--- src/rtl/ballplayer_pkg.sv ---
`default_nettype none
// ============================================================================
// Module      : ballplayer_pkg
// Description : Shared types and default constants for the ball array engine
// Revision    : 1.0 - initial release
// ============================================================================
package ballplayer_pkg;

    // Per-ball motion state
    typedef enum logic [1:0] {
        ST_IDLE = 2'd0,
        ST_FALL = 2'd1,
        ST_RISE = 2'd2,
        ST_DEAD = 2'd3
    } ball_state_e;

    localparam int Y_W_DEF     = 9;    // default coordinate width
    localparam int VMAX_DEF    = 31;   // default velocity saturation value
    localparam int Y_FLOOR_DEF = 310;  // default miss line

endpackage
`default_nettype wire

--- src/rtl/ball_lane.sv ---
`default_nettype none
// ============================================================================
// Module      : ball_lane
// Description : One ball: IDLE/FALL/RISE/DEAD state machine with tick-driven
//               gravity, paddle bounce and floor miss.
// Revision    : 1.0 - initial release
// ============================================================================
module ball_lane
    import ballplayer_pkg::*;
#(
    parameter int Y_W     = Y_W_DEF,
    parameter int GRAVITY = 1,
    parameter int VMAX    = VMAX_DEF,
    parameter int Y_FLOOR = Y_FLOOR_DEF
) (
    input  logic           clk,
    input  logic           rst,
    input  logic           tick_i,
    input  logic           start_i,
    input  logic [Y_W-1:0] home_i,
    input  logic [Y_W-1:0] handline_i,
    input  logic [7:0]     hand_velocity_i,
    input  logic [1:0]     k_i,
    output logic [Y_W-1:0] y_o,
    output logic           idle_o,
    output logic           dead_o,
    output logic           active_o,
    output logic           beep_o,
    output logic           hit_o
);

    // Working width leaves headroom for the elasticity product so nothing wraps
    localparam int AW = Y_W + 4;
    typedef logic [AW-1:0] aw_t;

    localparam aw_t             G_A     = aw_t'(GRAVITY);
    localparam aw_t             VMAX_A  = aw_t'(VMAX);
    localparam aw_t             FLOOR_A = aw_t'(Y_FLOOR);
    localparam logic [Y_W-1:0]  FLOOR_Y = Y_W'(Y_FLOOR);

    ball_state_e    state_q;
    logic [Y_W-1:0] y_q;
    logic [Y_W-1:0] v_q;
    logic           active_q;
    logic           beep_q;

    aw_t  y_d, v_d, hl_d, vn_d, fall_sum_d, rebound_d, hit_y_d, rise_y_d, rise_v_d;
    logic hit_d, miss_d, rise_stop_d;

    // Candidate next position/velocity for the falling and rising cases
    always_comb begin
        y_d        = aw_t'(y_q);
        v_d        = aw_t'(v_q);
        hl_d       = aw_t'(handline_i);
        vn_d       = (v_d + G_A > VMAX_A) ? VMAX_A : v_d + G_A;
        fall_sum_d = y_d + vn_d;
        hit_d      = (y_d < hl_d) && (fall_sum_d >= hl_d);
        miss_d     = (fall_sum_d >= FLOOR_A);
        hit_y_d    = (hl_d > FLOOR_A) ? FLOOR_A : hl_d;
        rebound_d  = ((aw_t'(3'd4 - {1'b0, k_i}) * vn_d) >> 2)
                   + aw_t'(hand_velocity_i >> 2);
        if (rebound_d > VMAX_A) begin
            rebound_d = VMAX_A;
        end
        rise_y_d    = (v_d >= y_d) ? '0 : y_d - v_d;
        rise_v_d    = (v_d > G_A) ? v_d - G_A : '0;
        rise_stop_d = (rise_v_d <= G_A) || (rise_y_d == '0);
    end

    // Ball state machine; a start request pre-empts any coincident tick
    always_ff @(posedge clk) begin
        if (rst) begin
            state_q  <= ST_IDLE;
            y_q      <= '0;
            v_q      <= '0;
            active_q <= 1'b0;
            beep_q   <= 1'b0;
        end else begin
            beep_q <= 1'b0;
            case (state_q)
                ST_IDLE: begin
                    y_q <= home_i;
                    v_q <= '0;
                    if (start_i) begin
                        state_q  <= ST_FALL;
                        active_q <= 1'b1;
                    end
                end
                ST_FALL: begin
                    if (tick_i) begin
                        if (hit_d) begin
                            y_q     <= hit_y_d[Y_W-1:0];
                            v_q     <= rebound_d[Y_W-1:0];
                            state_q <= ST_RISE;
                            beep_q  <= 1'b1;
                        end else if (miss_d) begin
                            y_q      <= FLOOR_Y;
                            v_q      <= '0;
                            state_q  <= ST_DEAD;
                            active_q <= 1'b0;
                        end else begin
                            y_q <= fall_sum_d[Y_W-1:0];
                            v_q <= vn_d[Y_W-1:0];
                        end
                    end
                end
                ST_RISE: begin
                    if (tick_i) begin
                        y_q <= rise_y_d[Y_W-1:0];
                        if (rise_stop_d) begin
                            v_q     <= '0;
                            state_q <= ST_FALL;
                        end else begin
                            v_q <= rise_v_d[Y_W-1:0];
                        end
                    end
                end
                ST_DEAD: begin
                    y_q      <= FLOOR_Y;
                    active_q <= 1'b0;
                end
                default: begin
                    state_q  <= ST_IDLE;
                    active_q <= 1'b0;
                end
            endcase
        end
    end

    assign y_o      = y_q;
    assign idle_o   = (state_q == ST_IDLE);
    assign dead_o   = (state_q == ST_DEAD);
    assign active_o = active_q;
    assign beep_o   = beep_q;
    // Same-edge hit indication so the shared counter moves with beep
    assign hit_o    = tick_i && (state_q == ST_FALL) && hit_d;

endmodule
`default_nettype wire

--- src/rtl/ball_array_engine.sv ---
`default_nettype none
// ============================================================================
// Module      : ball_array_engine
// Description : N independent bouncing balls sharing a physics tick, a
//               synchronised release button, a hit counter and game-over flag.
// Revision    : 1.0 - initial release
// ============================================================================
module ball_array_engine
    import ballplayer_pkg::*;
#(
    parameter int N_BALLS  = 2,
    parameter int Y_W      = Y_W_DEF,
    parameter int TICK_DIV = 200000,
    parameter int GRAVITY  = 1,
    parameter int VMAX     = VMAX_DEF,
    parameter int Y_FLOOR  = Y_FLOOR_DEF
) (
    input  logic                   clk,
    input  logic                   rst,
    input  logic [Y_W-1:0]         home,
    input  logic [Y_W-1:0]         handline,
    input  logic [7:0]             hand_velocity,
    input  logic [1:0]             k,
    input  logic                   release_i,
    input  logic                   mode,
    output logic [N_BALLS*Y_W-1:0] pic_y,
    output logic [N_BALLS-1:0]     active,
    output logic [N_BALLS-1:0]     beep,
    output logic [7:0]             hit_count,
    output logic                   over_flag,
    output logic                   tick
);

    localparam int              CW       = (TICK_DIV > 1) ? $clog2(TICK_DIV) : 1;
    localparam logic [CW-1:0]   CNT_LAST = CW'(TICK_DIV - 1);

    logic [CW-1:0]      cnt_q;
    logic               tick_q;
    logic [2:0]         sync_q;
    logic [7:0]         hit_count_q;
    logic               over_q;

    logic               rel_evt_d;
    logic [N_BALLS-1:0] grant_d;
    logic [N_BALLS-1:0] idle_d;
    logic [N_BALLS-1:0] dead_d;
    logic [N_BALLS-1:0] hit_d;
    logic [2:0]         n_hits_d;
    logic [8:0]         hit_sum_d;

    // Physics tick divider: one-cycle strobe each time the counter wraps
    always_ff @(posedge clk) begin
        if (rst) begin
            cnt_q  <= '0;
            tick_q <= 1'b0;
        end else begin
            tick_q <= (cnt_q == CNT_LAST);
            cnt_q  <= (cnt_q == CNT_LAST) ? '0 : cnt_q + 1'b1;
        end
    end

    // Two-flop synchroniser plus one history flop for edge detection
    always_ff @(posedge clk) begin
        if (rst) begin
            sync_q <= '0;
        end else begin
            sync_q <= {sync_q[1:0], release_i};
        end
    end

    assign rel_evt_d = sync_q[1] & ~sync_q[2];

    // Release arbiter: all idle balls in mode 1, lowest idle ball otherwise
    always_comb begin
        grant_d = '0;
        for (int i = 0; i < N_BALLS; i++) begin
            if (rel_evt_d && idle_d[i] && (mode || (grant_d == '0))) begin
                grant_d[i] = 1'b1;
            end
        end
    end

    // Number of paddle hits landing on this edge, and the saturated total
    always_comb begin
        n_hits_d = '0;
        for (int i = 0; i < N_BALLS; i++) begin
            n_hits_d = n_hits_d + {2'b00, hit_d[i]};
        end
        hit_sum_d = {1'b0, hit_count_q} + {6'b0, n_hits_d};
    end

    // Hit counter and sticky game-over flag
    always_ff @(posedge clk) begin
        if (rst) begin
            hit_count_q <= '0;
            over_q      <= 1'b0;
        end else begin
            hit_count_q <= (hit_sum_d > 9'd255) ? 8'd255 : hit_sum_d[7:0];
            over_q      <= over_q | (&dead_d);
        end
    end

    generate
        for (genvar g = 0; g < N_BALLS; g++) begin : g_lane
            ball_lane #(
                .Y_W     (Y_W),
                .GRAVITY (GRAVITY),
                .VMAX    (VMAX),
                .Y_FLOOR (Y_FLOOR)
            ) u_lane (
                .clk             (clk),
                .rst             (rst),
                .tick_i          (tick_q),
                .start_i         (grant_d[g]),
                .home_i          (home),
                .handline_i      (handline),
                .hand_velocity_i (hand_velocity),
                .k_i             (k),
                .y_o             (pic_y[g*Y_W +: Y_W]),
                .idle_o          (idle_d[g]),
                .dead_o          (dead_d[g]),
                .active_o        (active[g]),
                .beep_o          (beep[g]),
                .hit_o           (hit_d[g])
            );
        end
    endgenerate

    assign tick      = tick_q;
    assign hit_count = hit_count_q;
    assign over_flag = over_q;

endmodule
`default_nettype wire

--- config.mk ---
export PLATFORM = sky130hd
export DESIGN_NAME = ball_array_engine
export DESIGN_NICKNAME = d
export VERILOG_FILES = /design/src/rtl/ballplayer_pkg.sv /design/src/rtl/ball_lane.sv /design/src/rtl/ball_array_engine.sv
export SDC_FILE = /design/constraint.sdc
export NUM_CORES = 1
export LEC_CHECK = 0
export ABC_AREA = 1
export CAP_MARGIN = 10
export CORE_MARGIN = 2
export CORE_UTILIZATION = 25
export CTS_CLUSTER_SIZE = 12
export DETAILED_ROUTE_END_ITERATION = 8
export DONT_BUFFER_PORTS = 1
export PLACE_DENSITY_LB_ADDON = 0.12
export SYNTH_ARGS = -nofsm -noshare
export SYNTH_HDL_FRONTEND = slang
export SYNTH_HIERARCHICAL = 1
export SYNTH_SLANG_ARGS = --single-unit
--- constraint.sdc ---
create_clock -name clk -period 5 [get_ports clk]
set_input_delay 0.5 -clock clk [delete_from_list [all_inputs] [get_ports clk]]
set_output_delay 0.5 -clock clk [all_outputs]
set_load 0.02 [all_outputs]
---- After elaboration in Yosys (flattened, before gate mapping) ----
Index checks and enable logic that the tools add are counted.
cells by class
  add/sub/neg operators ................... 14
  $mul .................................... 2
  $lt $le $gt $ge ......................... 18
  equal/unequal tests ..................... 21
  mux-type cells .......................... 60
  bitwise gates (word level) .............. 7
  reduce and logical (&&, ||, !) cells .... 32
operator list
  cell                   number
  $mux 9                 21
  $mux 13                6
  $pmux 9 s4             2
  $pmux 9 s3             2
  $add 9x13->13          2
  $ge 13x9->1            2
  $ge 13x9->1 const B    2
  $le 13x1->1 const B    2
  $logic_not 13->1       2
  $mul 13x13->13         2
  $add 11x6->12          2
  $gt 12x5->1 const B    2
  $mux 2                 12
  $add 9x1->10 const B   2
  $gt 10x5->1 const B    2
  $sub 9x1->10 const B   2
  $sub 9x9->10           2
  $add 18x1->18 const B  1
  $eq 18x18->1 const B   1
  $ge 9x9->1             2
  $gt 9x1->1 const B     2
  $lt 9x9->1             2
  $mux 1                 12
  $ne 2x1->1 const B     6
  25 further kinds       61
word-level totals
  register bits ........................... 75
  bits of input ports ..................... 32

---- Depth between registers and ports, before layout ----
Gate-level depths: netlist of the first run.
  depth after elaboration ................. 11
  depth in mapped cells ................... 38
  depth with buffers taken out ............ 37

---- Modules after synthesis ----
The synthesis of the first run kept the hierarchy.
modules (own cells, without submodules)
  module                         times used  cells each  area an instance (um^2)  sequential area each (um^2)
  ball_lane at g_lane[0].u_lane  1           812         4849.7                   440.4
  ball_lane at g_lane[1].u_lane  1           797         4792.1                   440.4
  ball_array_engine              1           195         1452.6                   620.6

---- Least setup slack after synthesis of the first run ----
OpenSTA, ideal clock, no wires.
  path kind ............................... register to register
  start point ............................. register g_lane[0].u_lane.v_q[1]
  end point ............................... register hit_count_q[5] (netlist: hit_count[5])
  arrival time ............................ 4.790 ns
  slack ................................... 0.101 ns
  cell stages (with the launch flop) ...... 36
  clock period less this slack ............ 4.899 ns
  cells stage by stage .................... dfxtp_1 > clkinv_1 > ha_1 > inv_1 > nor4_1 > a21oi_2 > nand2_1 > ha_1 > inv_1 > fa_1 > inv_1 > nand4_1 > nand3_1 > nand2_1 > nand2_1 > inv_1 > ha_1 > a21o_1 > nor2_1 > nand2_1 > nand2_1 > nand3_1 > nand2_1 > nand3_1 > nand2_2 > inv_2 > nand2_1 > nor2_1 > fa_1 > ha_1 > nand3_1 > nor2_1 > nand3_1 > nand3_1 > nand2_1 > inv_1
between the ends
  longest elaborated chain between the ends .. 11
ends and longest elaborated chain
  what                    RTL line                 RTL
  from (decl)             ball_lane.sv:43          logic [Y_W-1:0] v_q;
  from (signal assigned)  ball_lane.sv:93          v_q <= rebound_d[Y_W-1:0];
  from (signal assigned)  ball_lane.sv:103         v_q <= vn_d[Y_W-1:0];
  from (signal assigned)  ball_lane.sv:114         v_q <= rise_v_d[Y_W-1:0];
  $add 9x1->10 (*)        ball_lane.sv:55          vn_d = (v_d + G_A > VMAX_A) ? VMAX_A : v_d + G_A;
  $gt 10x5->1             ball_lane.sv:55
  $mux 13 (*)             ball_lane.sv:55
  $add 9x13->13 (*)       ball_lane.sv:56          fall_sum_d = y_d + vn_d;
  $ge 13x9->1 (*)         ball_lane.sv:57          hit_d = (y_d < hl_d) && (fall_sum_d >= hl_d);
  $logic_and 1x1->1 (*)   ball_lane.sv:57
  $logic_and 1x1->1 (*)   ball_lane.sv:136         assign hit_o = tick_i && (state_q == ST_FALL) && hit_d;
  net hit_d[0]            ball_array_engine.sv:47  logic [N_BALLS-1:0] hit_d;
  $add 1x1->2 (*)         ball_array_engine.sv:87  n_hits_d = n_hits_d + {2'b00, hit_d[i]};
  $add 8x2->9 (*)         ball_array_engine.sv:89  hit_sum_d = {1'b0, hit_count_q} + {6'b0, n_hits_d};
  $gt 9x8->1              ball_array_engine.sv:98  hit_count_q <= (hit_sum_d > 9'd255) ? 8'd255 : hit_sum_d[7:0];
  $mux 8 (*)              ball_array_engine.sv:98
  to (signal assigned)    ball_array_engine.sv:98
  to (decl)               ball_array_engine.sv:40  logic [7:0] hit_count_q;
Mark *: on every way through the listed nets, which the timed path passes. The rest lies on a longest branch.
A chain may end at the register's enable or synchronous reset.

---- Final worst setup path of the first run ----
  start point ............................. register g_lane[1].u_lane.v_q[1]
  end point ............................... register g_lane[1].u_lane.v_q[3]
between the ends
  longest elaborated chain between the ends .. 10
ends and longest elaborated chain
  what                    RTL line          RTL
  from (decl)             ball_lane.sv:43
  from (signal assigned)  ball_lane.sv:93
  from (signal assigned)  ball_lane.sv:103
  from (signal assigned)  ball_lane.sv:114
  $add 9x1->10            ball_lane.sv:55
  $gt 10x5->1             ball_lane.sv:55
  $mux 13                 ball_lane.sv:55
  $mul 13x13->13          ball_lane.sv:60   rebound_d = ((aw_t'(3'd4 - {1'b0, k_i}) * vn_d) >> 2)
  $add 11x6->12           ball_lane.sv:61   + aw_t'(hand_velocity_i >> 2);
  $gt 12x5->1             ball_lane.sv:62   if (rebound_d > VMAX_A) begin
  $mux 9                  ball_lane.sv:62
  $mux 9                  ball_lane.sv:91   if (hit_d) begin
  $mux 9                  ball_lane.sv:90   if (tick_i) begin
  $pmux 9 s3 (*)          ball_lane.sv:80   case (state_q)
Every way passes the cells marked *; elsewhere a longest branch is shown, timed or not. The select of a mux whose other input is x is not followed.

==> results by group, run 1 <==
Worst setup path
  • Slowest CP cell: fa_1
  • Maximum cell stage delay along the critical path: 0.59 ns
  • Cell repeated most along the worst path: nand2_1
  • Data arrival time of the worst path: 5.07 ns
  • Kind of start point of the critical path: flip-flop
  • Highest net fanout along the worst path: 5
  • Required time of the worst setup path: 5.25 ns
  • Category of the most critical setup path: flip-flop to flip-flop
  • Kind of capture point of the worst setup path: flip-flop

Clock network
  • Clock tree from TritonCTS: done
  • Clock insertion delay at the later pin of the skew report: 0.36 ns
  • Maximum clock path buffer count: 2
  • Number of clock sinks: 75
  • H-tree level count: 3
  • Clock Tree Root: clkbuf_16
  • Cts bufs inserted: 9
  • Clock Pin Slew Worst Setup and Hold Paths: 0.07 ns

Min path
  • Path category of the worst min-delay check: input pin to flip-flop

Synthesis
  • EDFF count, synth: 0
  • Most repeated cell in the gate-level netlist after synthesis: nand2_1
  • Sequential element share of the synthesized area: 13.5%
  • Total number of yosys warnings: 6
  • Ranking of synthesized cells by area: ha_1 (16%), nand2_1 (16%), dfxtp_1 (14%), inv_1 (11%), nor2_1 (6.3%)
  • Post-Synthesis Cells: 1804
  • Asr flop ratio synth: 0%
  • Mapped Area: 11100 um2
  • Leading area contributor after synthesis: ha_1
  • Synthesized flop and latch total: 75
  • Number of distinct library cells after synthesis: 54
  • Most frequent cells after synthesis: nand2_1 (483), inv_1 (313), nor2_1 (186), ha_1 (146), nand3_1 (121)
  • Synthesized area per cell: 6.15 um2
  • Portion of synthesized cell area occupied by the leading cell type: 16.5%
  • Primary FF master, synth: dfxtp_1

STA
  • Highest clock rate: 208 MHz
  • Period Utilization, post-route: 96.3%
  • Largest clock skew in the final design: 0.0122 ns
  • Relative slew margins: 56.1%
  • Final max-slew violation count: 0
  • Hold violation count in the final report: 0
  • Worst-Margin Slew: 0.659 ns
  • Total setup violations reported at the end of the flow: 0
  • Post-route minimum period: 4.82 ns
  • Unrepaired setup endpoints after global routing: true

Detailed routing
  • Final antenna-violating net count: 0
  • Routed length per instance: 14.4 um
  • Routed vias: 11.5k
  • Mean number of vias per cell: 4.45
  • DRC violation count after routing: 0
  • Final routed wirelength across all metal layers: 37.1 mm
  • First-pass iteration count of the detailed router: 4
  • Initial DRC count: 616

Final layout
  • Share of final-layout standard cells stronger than drive strength 1: 22.2%
  • Layout overhead on the synthesized area: 27.7%
  • Finished Cell Area: 14200 um2
  • Final Core Density: 32.2%
  • Antenna cells: 0
  • Fin nets: 2191

Global route
  • Via count of the first global-routing pass: 11.1k
  • Number of antenna violations at the first check in global routing: 0
  • Global-route wire length before repair: 58.4 mm
  • Pin count of the biggest net entering global routing: 54
  • Grt ovf: 0
  • Global router's overall resource usage: 15.9%

Power and ir drop
  • Cell leakage power: 7.29 nW
  • Cell area power density: 424 nW/um2
  • Max rail drop VDD: 0.000191 V

Placed design
  • Routability congestion estimate: 0.859
  • Port Buffers: 0
  • HPWL reported at the end of detailed placement: 31.0 mm
  • Cell area reported after detailed placement: 12800 um2

Floorplanning
  • Core region area: 44000 um2
  • Initial core utilization: 25.2%
  • Number of top-level design ports: 64
  • Die footprint: 46100 um2
  • Chip width: 215 um
  • Count of standard-cell rows: 77
  • Chip Height: 215 um

Run status
  • Result of the run: finished clean

Run
  • Reported max-cap violation count: 0
report_power, final:
part           switching, mW  internal, mW  total, mW
Sequential             0.104         0.682      0.786
Combinational           2.95          1.62       4.57
Clock                  0.314         0.345      0.658
Total                   3.36          2.65       6.01
worst max-delay path: cells and delay by family (launching register included):
family,cells,cell delay (ns)
buffers and inverters,7,0.53
AO/OA/AOI/OAI,1,0.05
XOR/XNOR,1,0.15
AND/OR/NAND/NOR,15,1.83
adder cells (fa/ha/maj),5,1.77
flip-flops,1,0.37
metal layers:
layer / routed length (um) / vias up / share of wire, % / GRT usage [%]
met3: 890 / 25 / 2.4 / 2.35
met4: 467 / 0 / 1.3 / 2.85
met2: 18500 / 105 / 50 / 29.3
met5: 0 / - / 0 / 0
met1: 17200 / 5298 / 46 / 19.7
li1: - / 6077 / - / -
sequential cells by signal, summed over array words and instances (netlist names):
| register | flops |
|---|---|
| cnt_q | 18 |
| g_lane.u_lane/active_o | 2 |
| g_lane.u_lane/beep_o | 2 |
| g_lane.u_lane/state_q | 4 |
| g_lane.u_lane/v_q | 18 |
| g_lane.u_lane/y_o | 18 |
| hit_count | 8 |
| over_flag | 1 |
| sync_q | 3 |
| tick | 1 |
placed cells by master (no fill, tap or decap), types with 29 or more instances in the layout:
master	synthesis	layout
dfxtp_1	75	71
buf_4	2	159
inv_2	21	44
nand2_2	21	37
conb_1	4	38
nand2_1	483	459
nor2_1	186	176
ha_1	146	120
a21oi_2	17	29
nand4_1	46	46
a21oi_1	97	82
inv_1	313	288
nand3_1	121	103
final timing paths:
kind                            slack (ns)                      end  cells after the start                    start
worst min register to register        0.40                sync_q[1]                      2                sync_q[0]
worst max-delay path                  0.18  g_lane[1].u_lane/v_q[3]                     29  g_lane[1].u_lane/v_q[1]
worst max register to register        0.18  g_lane[1].u_lane/v_q[3]                     29  g_lane[1].u_lane/v_q[1]
worst min-delay path                  0.20             hit_count[3]                      1                      rst
metrics by stage:
step	worst slack (ns)	hold slack [ns]	TNS (ns)	std cells	power, mW
3_3_place_gp	-0.156	0.400	-1.55	2540	5.14
5_1_grt	-0.141	0.180	-1.66	2587	6.68
6_report	0.183	0.197	0	2587	6.01
2_1_floorplan	0.101	0.388	0	1838	3.93
4_1_cts	-0.00399	0.184	-0.00399	2561	5.87
3_5_place_dp	-0.224	0.403	-2.42	2540	5.15
repair_timing:
item                                    in CTS  in global routing
endpoints found under the setup margin      18                 22
pin swaps                                   14                 92
cloned                                       0                  0
gates resized for setup                     27                165
hold buffers                                 0                  0
buffers inserted                             5                 26
logic make-up (layout without fill, tap and decap cells):
group	count (synthesis)	after routing	share of synthesized area, %
AOI/OAI and AO/OA	197	197	10.3
xor gates and xnor gates	47	47	3.78
adders and majority gates	169	169	20.6
buffers and inverters	361	518	12.7
DFF	75	75	13.5
other	4	38	0.135
and+or+nand+nor	951	951	38.9
area by class of cell:
class                           instances  area, um2
Clock buffer                            9        225
Clock inverter                          7       58.8
Fill cell                            4916      29900
Inverter                              339       1280
Multi-Input combinational cell       1402       9110
Sequential cell                        75       1510
Tap cell                              592        741
Timing Repair Buffer                  163       1240
(Power assumes the default switching activity.)
==> run 2: changes to the inputs <==
--- a/config.mk
+++ b/config.mk
@@ -7,7 +7,6 @@
 export LEC_CHECK = 0
 export ABC_AREA = 1
 export CAP_MARGIN = 10
-export CORE_MARGIN = 2
 export CORE_UTILIZATION = 25
 export CTS_CLUSTER_SIZE = 12
 export DETAILED_ROUTE_END_ITERATION = 8
==> constraint.sdc (replaced) <==
create_clock -name clk -period 4 [get_ports clk]
set_input_delay 0.4 -clock clk [delete_from_list [all_inputs] [get_ports clk]]
set_output_delay 0.4 -clock clk [all_outputs]
set_load 0.02 [all_outputs]
==> results by group, run 2 (synthesis gave the netlist of run 1 again) <==
STA
  • Total setup violations reported at the end of the flow: 40
  • Largest clock skew in the final design: 0.0191 ns
  • Hold violation count in the final report: 0
  • Final max-slew violation count: 0
  • Period Utilization, post-route: 118%
  • Worst-Margin Slew: 0.691 ns
  • Unrepaired setup endpoints after global routing: true
  • Relative slew margins: 53.9%
  • Final worst setup slack: -0.732 ns
  • Post-route minimum period: 4.73 ns
  • Highest clock rate: 211 MHz
  • Post-route worst hold slack: 0.0897 ns

Detailed routing
  • Routed vias: 11.9k
  • Routed length per instance: 14.1 um
  • Final routed wirelength across all metal layers: 37.6 mm
  • First-pass iteration count of the detailed router: 5
  • Routed metal-1 wirelength: 17.5 mm
  • Final antenna-violating net count: 0
  • Mean number of vias per cell: 4.46
  • Top Metal Used: met4
  • Met2 Routed Length: 18.1 mm
  • Initial DRC count: 568
  • Amount of wire on met3 after detailed routing: 1.50 mm
  • DRC violation count after routing: 0

Final layout
  • Antenna cells: 0
  • Share of final-layout standard cells stronger than drive strength 1: 30.1%
  • Most common library cell in the layout ignoring fill and taps: nand2_1
  • Post-route non-filler standard cell count: 2663
  • Register area: 1520 um2
  • Number of fillers in the final layout: 4746
  • Most used cells in the layout excluding fill and tap cells: nand2_1 (420), inv_1 (271), buf_4 (226), nor2_1 (172), ha_1 (111)
  • Total area of multi-input combinational cells: 9620 um2
  • Fin nets: 2274
  • Final Core Density: 35.5%
  • Finished Cell Area: 15400 um2
  • Layout overhead on the synthesized area: 39.2%

Global route
  • Grt ovf: 0
  • Pin count of the biggest net entering global routing: 54
  • Global-route wire length before repair: 59.6 mm
  • Global router's overall resource usage: 16.9%
  • Via count of the first global-routing pass: 11.6k
  • Number of antenna violations at the first check in global routing: 0

Floorplanning
  • Core region area: 43500 um2
  • Number of top-level design ports: 64
  • Die footprint: 45200 um2
  • Chip width: 213 um
  • Chip Height: 213 um
  • Count of standard-cell rows: 76
  • Initial core utilization: 25.5%

Power and ir drop
  • Max rail drop VDD: 0.000239 V
  • Cell leakage power: 7.85 nW
  • Cell area power density: 550 nW/um2

Clock network
  • Maximum clock path buffer count: 2
  • Clock tree from TritonCTS: done
  • H-tree level count: 3
  • Clock Tree Root: clkbuf_16
  • Cts bufs inserted: 9
  • Clock Pin Slew Worst Setup and Hold Paths: 0.07 ns
  • Clock insertion delay at the later pin of the skew report: 0.37 ns
  • Number of clock sinks: 75

Min path
  • Hold Path End: hit_count[0]
  • Worst hold stages: 1
  • Path category of the worst min-delay check: input pin to flip-flop
  • Hold Startpoint: rst

Run
  • Reported max-cap violation count: 0

Worst setup path
  • Worst reg-to-reg setup slack: -0.73 ns
  • Launch instance of the worst register-to-register path: g_lane[1].u_lane/v_q[1]
  • Data arrival time of the worst path: 4.98 ns
  • Kind of capture point of the worst setup path: flip-flop
  • Category of the most critical setup path: flip-flop to flip-flop
  • Kind of start point of the critical path: flip-flop
  • Number of cells traversed by the worst register-to-register path: 31
  • Slowest CP cell: fa_1
  • Worst flop-to-flop path endpoint: g_lane[1].u_lane/v_q[3]
  • Maximum cell stage delay along the critical path: 0.54 ns
  • Highest net fanout along the worst path: 5
  • Required time of the worst setup path: 4.25 ns
  • Cell repeated most along the worst path: inv_2

Run status
  • Violated checks: negative setup slack
  • Result of the run: finished with violations

Placed design
  • Pre-CTS setup slack: -0.861 ns
  • Placed insts: 2600
  • Port Buffers: 0
  • Cell area reported after detailed placement: 13700 um2
  • Routability congestion estimate: 0.893
  • HPWL reported at the end of detailed placement: 30.9 mm
## run 2: cell types whose count changed in the layout (fill, tap and decap cells not counted), moves of 9 or more
cell,change
a21oi_2,+13
ha_1,-9
inv_1,-17
inv_2,+15
buf_4,+67
nand2_1,-39
a21oi_1,-15
nand2_2,+30
buf_6,+10
## run 2: metal layers
layer / GRT usage (%) / vias up
li1: - / 6240
met2: 29.6 / 145
met4: 3.18 / 0
met1: 21.6 / 5468
met3: 2.85 / 20
met5: 0 / -
## run 2: critical path, delay by kind of cell (launching register included)
| family | cells | cell delay, ns |
|---|---|---|
| xor+xnor | 1 | 0.17 |
| buf+inv | 7 | 0.44 |
| compound gates | 4 | 0.42 |
| simple gates | 14 | 1.67 |
| fa+ha+maj | 5 | 1.53 |
| flops | 1 | 0.35 |
## run 2: worst max-delay path by stage
stage / end / cells after the start / slack (ns) / start
3_3_place_gp: g_lane[0].u_lane/v_q[1] / 30 / -0.85 / g_lane[0].u_lane/v_q[3]
4_1_cts: g_lane[0].u_lane/v_q[2] / 31 / -0.77 / g_lane[0].u_lane/v_q[1]
5_1_grt: g_lane[1].u_lane/v_q[3] / 31 / -1.03 / g_lane[1].u_lane/v_q[1]
2_1_floorplan: hit_count[5] / 36 / -0.46 / g_lane[1].u_lane/v_q[0]
6_report: g_lane[1].u_lane/v_q[3] / 31 / -0.73 / g_lane[1].u_lane/v_q[1]
3_5_place_dp: hit_count[4] / 34 / -0.86 / g_lane[1].u_lane/v_q[1]
## run 2: per-stage QoR
stage | TNS, ns | total power, mW
after global routing | -28.51 | 9.34
after global placement | -19.31 | 6.72
after detailed placement | -19.61 | 6.72
final | -16.70 | 8.49
after floorplan | -7.46 | 4.98
after CTS | -14.66 | 8.02
## run 2: cell type report
cell class                      instances  share of cell area, %
Clock inverter                          7                  0.535
Multi-Input combinational cell       1402                   62.3
Sequential cell                        75                   9.82
Clock buffer                            9                   1.46
Timing Repair Buffer                  246                   12.8
Inverter                              339                   8.38
Tap cell                              585                   4.74
## run 2: timing repair
action | in CTS | in global routing
setup endpoints to repair | 43 | 44
pin swaps | 48 | 99
resized for setup | 95 | 168
setup buffers | 25 | 24
cloned | 1 | 0
hold buffers | 0 | 0
## run 2: power by group
| part | switching (mW) | total, mW | internal, mW |
|---|---|---|---|
| Sequential | 0.121 | 0.974 | 0.853 |
| Combinational | 4.03 | 6.63 | 2.60 |
| Clock | 0.389 | 0.883 | 0.494 |
| Total | 4.54 | 8.49 | 3.95 |
==> RTL edit 1: new RTL, settings of run 2 <==
Put a register stage on the output `pic_y`, without a reset. The value now appears one clock later. The other outputs are not delayed to match.
--- a/src/rtl/ball_array_engine.sv
+++ b/src/rtl/ball_array_engine.sv
@@ -34,4 +34,6 @@
     localparam int              CW       = (TICK_DIV > 1) ? $clog2(TICK_DIV) : 1;
     localparam logic [CW-1:0]   CNT_LAST = CW'(TICK_DIV - 1);
+
+    logic [N_BALLS*Y_W-1:0] pic_y_d;
 
     logic [CW-1:0]      cnt_q;
@@ -117,5 +119,5 @@
                 .hand_velocity_i (hand_velocity),
                 .k_i             (k),
-                .y_o             (pic_y[g*Y_W +: Y_W]),
+                .y_o             (pic_y_d[g*Y_W +: Y_W]),
                 .idle_o          (idle_d[g]),
                 .dead_o          (dead_d[g]),
@@ -131,4 +133,8 @@
     assign over_flag = over_q;
 
+    always_ff @(posedge clk) begin
+        pic_y <= pic_y_d;
+    end
+
 endmodule
 `default_nettype wire
Function: changed (a bounded check fails within 4 cycles, from zero or initial values and one cycle with rst high).
==> RTL edit 1 against run 2 <==
The run still ends with setup timing left; final area increased by 3.3%; wire length rose by 7.4%; total power is 5.8% higher; sequential cell count up 18; non-clock buffer count up 7; first-iteration DRC count down 3.9%; synthesized area grew 3.7%; setup slack improved by 0.031 ns.
==> RTL edit 1: results (changes against run 2) <==
| Metric | Value |
|---|---|
| Drt pass-1 iters | `5 (unchanged)` |
| Post-place setup slack | `-0.918 ns (-0.0569 ns)` |
| CTS buffer count | `9 (unchanged)` |
| Failing checks | `setup timing` |
| Fraction of registers with async set/reset | `0% (unchanged)` |
| Post-DP Area | `14000 um^2 (+2.4%)` |
| Post-Route WL | `40400 um (+7.4%)` |
| Synth unique cells | `57 (+5.6%)` |
| Slew HR | `48.0% (-6.0 points)` |
| H-tree depth | `3 (unchanged)` |
| Outcome | `finished with violations` |
| Worst EP arrival | `4.99 ns (about the same)` |
| Hold buffer count at cts | `0 (unchanged)` |
| Worst hold path class | `in2reg` |
| Synth Area in Adders | `19.9% (-0.74 points)` |
| Met3 wire len | `1410 um (-5.8%)` |
| Nets | `2306 (+1.4%)` |
| Met1 WL | `18500 um (+6.1%)` |
| Synth top cells by count | `nand2_1 (485), inv_1 (314), nor2_1 (181)` |
| GR Util All Layers | `17.6% (+0.73 points)` |
| Max stage delay on crit path | `0.45 ns (-0.09 ns)` |
| DR WL met2 | `19600 um (+8.3%)` |
| XOR/XNOR share of the synthesized area | `3.49% (-0.29 points)` |
| Global-route wire length before repair | `64400 um (+8.2%)` |
| Crit-path leading delay family | `adder cells` |
| Post-synthesis sequential area ratio | `16.2% (+2.6 points)` |
| Layout Skew | `0.0195 ns (+0.000454 ns)` |
| Warnings, synthesis | `6 (unchanged)` |
| Leak | `8.02 nW (+2.1%)` |
| Synth Area in Compound Gates | `10.1% (-0.18 points)` |
| Clk Latency, worst-skew pair | `0.40 ns (+0.03 ns)` |
| Fillers | `4964 (+4.6%)` |
| Setup slack after layout | `-0.701 ns (+0.0314 ns)` |
| Clk buf depth | `2 (unchanged)` |
| Post-DP HPWL | `33000 um (+6.8%)` |
| Starting DRC count in detailed routing | `546 (-3.9%)` |
| Maximum vdd drop | `0.232 mV (-2.9%)` |
| Max-cap viol count | `0 (unchanged)` |
| Vias in the first global route | `12100 (+4.6%)` |
| Share of layout cells above drive strength 1 | `30.1% (-0.030 points)` |
| Placer Congestion | `0.842 (-5.7%)` |
| Initial antenna violation count | `0 (unchanged)` |
| Post-DR vias/cell | `4.49 (+0.77%)` |
| Leading post-synthesis cells by cell area | `dfxtp_1 (16%), ha_1 (16%), nand2_1 (16%), inv_1 (10%), nor2_1 (5.9%)` |
| Final setup fails | `40 (unchanged)` |
==> RTL edit 1: what timing repair did <==
| action | in CTS | in global routing |
|---|---|---|
| pin swaps | 133 | 72 |
| cloned | 0 | 0 |
| resized for setup | 189 | 105 |
| setup endpoints to repair | 42 | 44 |
| setup buffers | 35 | 24 |
==> RTL edit 1: area by class of cell <==
type | count | share of cell area, %
inverters | 340 | 8.19
clock buffers | 12 | 1.61
well taps | 600 | 4.70
flip-flops and latches | 93 | 11.8
repair buffers | 253 | 12.8
multi-input cells | 1408 | 60.6
clock inverters | 4 | 0.329
==> RTL edit 1: logic make-up (layout without fill, tap and decap cells) <==
logic type / count (synthesis) / in the layout
other cells: 4 / 38
flops: 93 / 93
simple gates: 956 / 956
compound gates: 200 / 200
buf+inv: 362 / 609
fa+ha+maj: 169 / 169
xor+xnor: 45 / 45
==> RTL edit 1: through the flow <==
step                      util, %  setup TNS, ns  hold slack, ns  instances
after floorplan                 -          -7.59           0.370       1863
after global placement       30.8         -20.32           0.395       2638
after detailed placement     30.8         -21.59           0.402       2638
after CTS                    33.9         -14.64          0.0404       2689
after global routing         35.2         -30.49          0.0461       2710
final                        35.2         -16.52          0.0784       2710
==> RTL edit 1: path summary, 6_finish.rpt <==
check	from	endpoint	slack (ns)	cells past startpoint
max	g_lane[0].u_lane/v_q[1]$_SDFFE_PP0P_	g_lane[0].u_lane/v_q[4]$_SDFFE_PP0P_	-0.70	32
min	rst	hit_count[0]$_SDFF_PP0_	0.08	1
max reg2reg	g_lane[0].u_lane/v_q[1]$_SDFFE_PP0P_	g_lane[0].u_lane/v_q[4]$_SDFFE_PP0P_	-0.70	32
min reg2reg	sync_q[0]$_SDFF_PP0_	sync_q[1]$_SDFF_PP0_	0.41	2
==> RTL edit 1: worst reg2reg max path, delay by kind of cell, from the launching register on <==
| family | cells | cell delay, ns |
|---|---|---|
| compound gates | 3 | 0.43 |
| xor+xnor | 2 | 0.35 |
| fa+ha+maj | 5 | 1.52 |
| buf+inv | 5 | 0.44 |
| flops | 1 | 0.39 |
| simple gates | 17 | 1.45 |
==> RTL edit 1: power breakdown <==
group          total [mW]  internal (mW)  switching (mW)
combinational        6.65           2.64            4.02
sequential           1.37           1.11           0.262
clock               0.951          0.522           0.430
total                8.98           4.27            4.71
==> RTL edit 1: layer usage <==
metal / track usage [%] / up-vias
li1: - / 6335
met1: 22.1 / 5652
met2: 30.7 / 148
met3: 2.99 / 40
met4: 4.81 / 0
met5: 0 / -
==> RTL edit 2: new RTL, config.mk and constraints of run 2 <==
Made on the original files. The parameter `TICK_DIV` goes from 200000 to 50000.
--- a/src/rtl/ball_array_engine.sv
+++ b/src/rtl/ball_array_engine.sv
@@ -11,5 +11,5 @@
     parameter int N_BALLS  = 2,
     parameter int Y_W      = Y_W_DEF,
-    parameter int TICK_DIV = 200000,
+    parameter int TICK_DIV = 50000,
     parameter int GRAVITY  = 1,
     parameter int VMAX     = VMAX_DEF,
Function: same outputs for any inputs over 10 cycles, from zero or initial values and one cycle with rst high; that may be too few to reach the edited logic, so the function may still have changed.
==> RTL edit 2 against run 2 <==
Utilization decreased by 0.19 points; synthesized area decreased by 0.33%; combinational power increased by 1%; total power increased by 0.96%; setup slack improved by 0.0056 ns; final area decreased by 0.76%; the run still ends with setup timing left; clock power increased by 2%; sequential cell count decreased by 2; wire length increased by 3.0%.
==> RTL edit 2: results (changes against run 2) <==
| Metric | Value |
|---|---|
| Post-DR vias/cell | `4.46 (about the same)` |
| Met3 wire len | `1360 um (-9.6%)` |
| Setup TNS | `-19.06 ns (-2.36 ns)` |
| Post-DP Area | `13600 um^2 (-0.78%)` |
| Placed cell count | `2611 (+0.42%)` |
| Final setup fails | `42 (+5.0%)` |
| Nets | `2293 (+0.84%)` |
| Leak | `7.89 nW (+0.58%)` |
| Outcome | `finished with violations` |
| Synth Area in Adders | `20.7% (+0.068 points)` |
| Max stage delay on crit path | `0.39 ns (-0.15 ns)` |
| Combinational share of power | `78.3% (+0.2 points)` |
| Layout Skew | `0.00590 ns (-0.0132 ns)` |
| Vias in the first global route | `11900 (+2.5%)` |
| Slew HR | `42.3% (-12 points)` |
| Setup slack after layout | `-0.727 ns (+0.00557 ns)` |
| Failing checks | `setup timing` |
| P_comb | `6.71 mW (+1%)` |
| Synth unique cells | `55 (+1.9%)` |
| Global-route wire length before repair | `62100 um (+4.2%)` |
| DR WL met2 | `18900 um (+4.0%)` |
| Post-place setup slack | `-1.13 ns (-0.271 ns)` |
| Placer Congestion | `0.876 (-1.9%)` |
| Share of layout cells above drive strength 1 | `28.9% (-1.3 points)` |
| Post-DP HPWL | `32200 um (+4.0%)` |
| Synth Area in Compound Gates | `10.4% (+0.057 points)` |
| Maximum vdd drop | `0.244 mV (+1.9%)` |
| Sw frac | `52.9% (-0.59 points)` |
| Synth top cells by count | `nand2_1 (489), inv_1 (316), nor2_1 (182)` |
| Crit-path leading delay family | `simple AND/OR/NAND/NOR gates` |
| Final Non-Filler Cells | `2682 (+0.71%)` |
| Largest net degree at the start of global routing | `55 (+1.9%)` |
-- RTL edit 2: cell types whose count changed in the layout (fill, tap and decap cells not counted), sizes merged, moves of 2 or more --
cell / run 2 / this run
a21oi: 115 / 117
nand3: 135 / 133
nor3: 25 / 22
buf: 246 / 262
nand4: 47 / 52
o21ai: 44 / 41
nand2: 511 / 516
dfxtp: 75 / 73
inv: 337 / 340
xor2: 25 / 23
-- RTL edit 2: worst paths after layout --
check | slack [ns] | endpoint | start | cells past startpoint
worst min-delay path | 0.11 | hit_count[2]$_SDFF_PP0_ | rst | 1
worst max-delay path | -0.73 | hit_count[7]$_SDFF_PP0_ | g_lane[1].u_lane/v_q[1]$_SDFFE_PP0P_ | 38
worst max register to register | -0.73 | hit_count[7]$_SDFF_PP0_ | g_lane[1].u_lane/v_q[1]$_SDFFE_PP0P_ | 38
worst min register to register | 0.41 | sync_q[1]$_SDFF_PP0_ | sync_q[0]$_SDFF_PP0_ | 2
-- RTL edit 2: area by class of cell --
class	count	area [um^2]
fill	4770	28000
multi-input combinational	1404	9400
timing repair buffer	262	2090
sequential	73	1480
inverter	342	1320
tap	585	732
clock buffer	10	239
clock inverter	6	73.8
-- RTL edit 2: repair_timing --
| action | in CTS | in global routing |
|---|---|---|
| setup buffers | 45 | 16 |
| pin swaps | 107 | 88 |
| hold buffers | 0 | 0 |
| resized for setup | 160 | 82 |
| setup endpoints to repair | 43 | 44 |
| gates cloned | 1 | 0 |
-- RTL edit 2: routing by layer --
layer / vias to the layer above / GRT usage [%]
met2: 153 / 31.2
met1: 5507 / 22.0
met3: 28 / 3.12
li1: 6266 / -
met5: - / 0
met4: 0 / 3.70
